===== src/rtl/if_fetch_stage.sv =====
// -----------------------------------------------------------------------------
// if_fetch_stage
//
// Instruction-fetch stage sitting directly upstream of the instruction memory.
// Owns the program counter, presents it to the memory, and buffers the
// returned {pc, instruction} pairs in a small FIFO toward decode using a
// valid/ready handshake. A redirect restarts fetch at a new PC and flushes
// every buffered entry.
//
// Ports:
//   sysclk          system clock, all state updates on the rising edge
//   reset           synchronous, active-high reset
//   imem_addr       PC presented to the instruction memory (copy of pc_q)
//   imem_data       instruction returned for imem_addr in the same cycle
//   redirect_valid  single-cycle request to restart fetch at redirect_pc
//   redirect_pc     new fetch PC, bits [1:0] forced to zero
//   id_valid        head of the fetch buffer is valid
//   id_ready        decode accepts the head entry this cycle
//   id_pc           PC of the head entry
//   id_instr        instruction of the head entry
//   buf_count       number of occupied buffer entries
// -----------------------------------------------------------------------------
module if_fetch_stage #(
  parameter logic [31:0] RESET_PC = 32'h0000_0000,
  parameter int          DEPTH    = 2
) (
  input  logic                       sysclk,
  input  logic                       reset,
  output logic [31:0]                imem_addr,
  input  logic [31:0]                imem_data,
  input  logic                       redirect_valid,
  input  logic [31:0]                redirect_pc,
  output logic                       id_valid,
  input  logic                       id_ready,
  output logic [31:0]                id_pc,
  output logic [31:0]                id_instr,
  output logic [$clog2(DEPTH):0]     buf_count
);

  localparam int AW = $clog2(DEPTH);
  localparam int CW = AW + 1;

  logic [31:0]   pc_q;
  logic [CW-1:0] count;
  logic [AW-1:0] rd_ptr;
  logic [AW-1:0] wr_ptr;
  logic [31:0]   entry_pc    [DEPTH];
  logic [31:0]   entry_instr [DEPTH];

  logic          pop;
  logic          push;
  logic [CW-1:0] count_next;

  // Handshake qualifiers: a redirect blocks the push; a full buffer may still
  // push when the head leaves in the same cycle.
  always_comb begin
    pop  = id_valid && id_ready;
    push = !redirect_valid && ((count < CW'(DEPTH)) || pop);
  end

  // Occupancy update; a redirect discards everything, including the head.
  always_comb begin
    count_next = count;
    if (redirect_valid) begin
      count_next = {CW{1'b0}};
    end else begin
      case ({push, pop})
        2'b10:   count_next = count + CW'(1);
        2'b01:   count_next = count - CW'(1);
        default: count_next = count;
      endcase
    end
  end

  // Program counter, pointers and occupancy.
  always_ff @(posedge sysclk) begin
    if (reset) begin
      pc_q   <= RESET_PC;
      count  <= {CW{1'b0}};
      rd_ptr <= {AW{1'b0}};
      wr_ptr <= {AW{1'b0}};
    end else if (redirect_valid) begin
      pc_q   <= {redirect_pc[31:2], 2'b00};
      count  <= {CW{1'b0}};
      rd_ptr <= {AW{1'b0}};
      wr_ptr <= {AW{1'b0}};
    end else begin
      count <= count_next;
      if (push) begin
        // 32-bit modulo arithmetic: the PC simply wraps past the top.
        pc_q   <= pc_q + 32'd4;
        wr_ptr <= wr_ptr + AW'(1);
      end
      if (pop) begin
        rd_ptr <= rd_ptr + AW'(1);
      end
    end
  end

  // Buffer storage; push already excludes redirect cycles.
  always_ff @(posedge sysclk) begin
    if (reset) begin
      for (int i = 0; i < DEPTH; i++) begin
        entry_pc[i]    <= 32'h0000_0000;
        entry_instr[i] <= 32'h0000_0000;
      end
    end else if (push) begin
      entry_pc[wr_ptr]    <= pc_q;
      entry_instr[wr_ptr] <= imem_data;
    end
  end

  // imem_addr depends only on pc_q, so there is no path from id_ready.
  assign imem_addr = pc_q;
  assign id_valid  = (count != {CW{1'b0}});
  assign id_pc     = entry_pc[rd_ptr];
  assign id_instr  = entry_instr[rd_ptr];
  assign buf_count = count;

endmodule


===== config.mk =====
export PLATFORM = sky130hd
export DESIGN_NAME = if_fetch_stage
export DESIGN_NICKNAME = d
export VERILOG_FILES = /design/src/rtl/if_fetch_stage.sv
export SDC_FILE = /design/constraint.sdc
export NUM_CORES = 1
export LEC_CHECK = 0
export CAP_MARGIN = 15
export CORE_AREA = 2 2 160 123
export DETAILED_ROUTE_END_ITERATION = 8
export DIE_AREA = 0 0 162 125
export PLACE_DENSITY = 0.71
export SETUP_SLACK_MARGIN = 0.5
export SYNTH_ARGS = -nofsm -noshare
export SYNTH_HDL_FRONTEND = slang
export SYNTH_SLANG_ARGS = --single-unit

===== constraint.sdc =====
create_clock -name sysclk -period 7.9 [get_ports sysclk]
set_input_delay 1.58 -clock sysclk [delete_from_list [all_inputs] [get_ports sysclk]]
set_output_delay 1.58 -clock sysclk [all_outputs]
set_load 0.005 [all_outputs]

==> results.txt <==
Post-synthesis cell type count = 51
Die W = 162 µm
WHS Path Cells = 2
Launching element type of the critical path = input port
Hpwl dp = 11.1 mm
Top_reg_cell synth = edfxtp_1
Global-route wire length before repair = 28.4 mm
CP peak stage delay = 0.98 ns
RePlAce Congestion = 0.789
Hold_ws = 0.520 ns
Kind of critical path = in -> reg
Post-CTS Hold Buffers = 0
Max Slew Vio Count = 0
DIE AREA = 20,300 µm²
Largest area contributor in the netlist = edfxtp_1
Total congestion overflow = 0
Final Util = 51.5%
Tightest Hold Check Type = reg -> reg
Finish-stage setup viols = 0
Setup ws final = 3.29 ns
Syn Area/Cell = 12.6 µm²
Tcrit/Tclk final = 58.4%
Clk Latency, worst-skew pair = 0.42 ns
Crit-path leading delay family = simple AND/OR/NAND/NOR gates
Rel. slew slack = 24.2%
FP Rows = 44
R2R Path End = entry_instr[1][16]$_SDFFCE_PN0P_
Post-Route Setup TNS = 0 ns
Top post-synthesis cells by area = edfxtp_1 (51%), and2_1 (10%), dfxtp_1 (9.6%)
Flop2flop setup slack = 5.01 ns
CTS tree = yes
Status = finished clean
Ys Warns = 0
H-tree levels = 4
Number of port buffers = 160
Worst setup EP type = register
Placed Cells = 960
Worst r2r src = buf_count[1]$_SDFFE_PP0P_
Mapped cell area = 7330 µm²
Post-Route WL = 18.0 mm
Final Skew = 0.00882 ns
Vias per cell = 5.23
Initial DRC Count = 339
Fin crit period = 4.61 ns
Vias = 5,188
VDD IR-drop max = 0.115 mV
RSZ-0062 raised after global routing = false
Diode count = 0
Fillers = 1,617
DRT Pass-1 Iters = 5
Max cap viols = 0
Num CTS Buffers = 17
Core area = 18,800 µm²
CTS clk-pin slew, worst paths = 0.06 ns
Max FO, Critical Path = 63
Wire per inst = 18.1 µm
Fmax = 217 MHz
Flop and latch count out of synthesis = 159
Place WS = 2.84 ns
Post-DP Area = 9140 µm²
Post-synthesis sequential area ratio = 60.3%
Share of cells above drive strength 1 = 15.3%
Nets = 796
Io pins = 167
CTS Buffer Depth = 2
Worst slew pin tran = 1.14 ns
Critical Path RT = 7.94 ns
Register-to-Register Path Depth = 3
# Post-CTS Setup Buffers = 0
Clock sink total = 159
WP depth = 4
Hold path start = rd_ptr$_SDFFE_PP0P_
Tot GR Track Use = 18.1%
Worst Path Arrival = 4.65 ns
Design area = 9690 µm²
Total power = 1.97 mW
Post-CTS sizing = 0
Chip height = 125 µm
Worst path buffer plus inverter count = 1
Vias in the first global route = 5,352
Synth Instances = 581
Power Density = 204 nW/µm²
Final hold vios = 0
Cells along the critical path = clkdlybuf4s50_1 -> nor2_1 -> and3_2 -> or2_4
Clock Tree Root = clkbuf_16
Async SR Flop Fraction = 0%
Post-route DRC = 0
Initial antenna violation count = 0
Fin cells = 992
Leakage = 3.46 nW
Largest net degree at the start of global routing = 64
Area share of the largest cell type after synthesis = 50.8%
EDFF count, synth = 124
Remaining antenna violation count after routing = 0
Critical Path Slowest Stage Cell = and3_2
Starting density of the core = 38.9%
Area Growth Syn to Fin = 32.1%
==> flip-flops by register name (all words and copies together), names as in the netlist, named ones only <==
register and count:
buf_count 2, entry_instr 64, entry_pc 60, imem_addr 30
rd_ptr 1, wr_ptr 1
==> cell usage in the layout, fill, tap and decap left out, types with 3 or more instances in the layout <==
cell type and count:
a2111oi_0 4, a211oi_1 11, a311oi_1 10, and2_1 121
and3_1 3, and4_1 3, buf_4 4, clkbuf_16 17
clkbuf_8 4, clkdlybuf4s50_1 160, clkinv_2 3, conb_1 4
dfxtp_1 34, edfxtp_1 124, inv_1 3, inv_4 6
mux2_2 62, nand2_1 16, nand3_1 10, nand4_1 14
nor2_1 29, nor2b_1 5, nor3_1 7, nor4_1 11
o21ai_0 4, o31ai_1 4, or2_2 3, or3_1 3
or4_1 6, xnor2_1 12, xor2_1 3
==> tightest hold or removal path, delay by kind of cell, from the launching register on <==
kind | cells | cell delay, ns
xor gates and xnor gates | 1 | 0.09
DFF | 1 | 0.32
and+or+nand+nor | 1 | 0.08
==> power by group <==
part	internal, mW	switching [mW]
combinational	0.137	0.0896
clock	0.438	0.315
sequential	0.956	0.0380
total	1.53	0.443
==> per-layer routing <==
layer / track usage [%] / vias up / routed length [µm]
met2: 28.8 / 199 / 8410
met5: 0 / - / 0
met4: 6.30 / 0 / 373
met1: 23.9 / 2530 / 8020
met3: 4.84 / 29 / 1170
li1: - / 2430 / -
==> cells in the mapped netlist, drive strengths merged, types with 10 or more instances <==
master	count
nand2	16
clkbuf	33
nor2	29
edfxtp	124
nor4	12
a311oi	10
nand3	11
nand4	14
xnor2	12
and2	123
dfxtp	35
a211oi	11
mux2	62
==> cells by family (layout without fill, tap and decap cells) <==
kind of cell    Yosys count  after routing  synth area share [%]
compound gates           54             54                  6.01
xor+xnor                 15             15                  1.79
fa+ha+maj                 2              2                 0.341
buf+inv                  46            201                  2.61
flops                   159            159                  60.3
mux                      62             62                  9.52
other cells               1              4                0.0511
simple gates            242            242                  19.3
==> final cells by class <==
type / instances / area [µm²] / share of cell area, %
timing repair buffer: 164 / 1630 / 16.8
sequential: 159 / 4430 / 45.7
tap: 253 / 317 / 3.27
clock buffer: 23 / 492 / 5.08
multi-input combinational: 379 / 2750 / 28.4
clock inverter: 9 / 52.6 / 0.542
inverter: 5 / 18.8 / 0.194
==> worst max path at each step <==
stage	from	end	slack (ns)
floorplan	redirect_valid	entry_instr[0][0]$_SDFFCE_PN0P_	0.81
global placement	redirect_valid	entry_pc[1][26]$_SDFFCE_PN0P_	2.92
detailed placement	redirect_valid	entry_instr[1][26]$_SDFFCE_PN0P_	2.84
CTS	redirect_valid	entry_instr[1][14]$_SDFFCE_PN0P_	3.30
global route	redirect_valid	entry_instr[1][14]$_SDFFCE_PN0P_	3.05
finish	redirect_valid	entry_instr[1][16]$_SDFFCE_PN0P_	3.29
(Power assumes the default switching activity.)
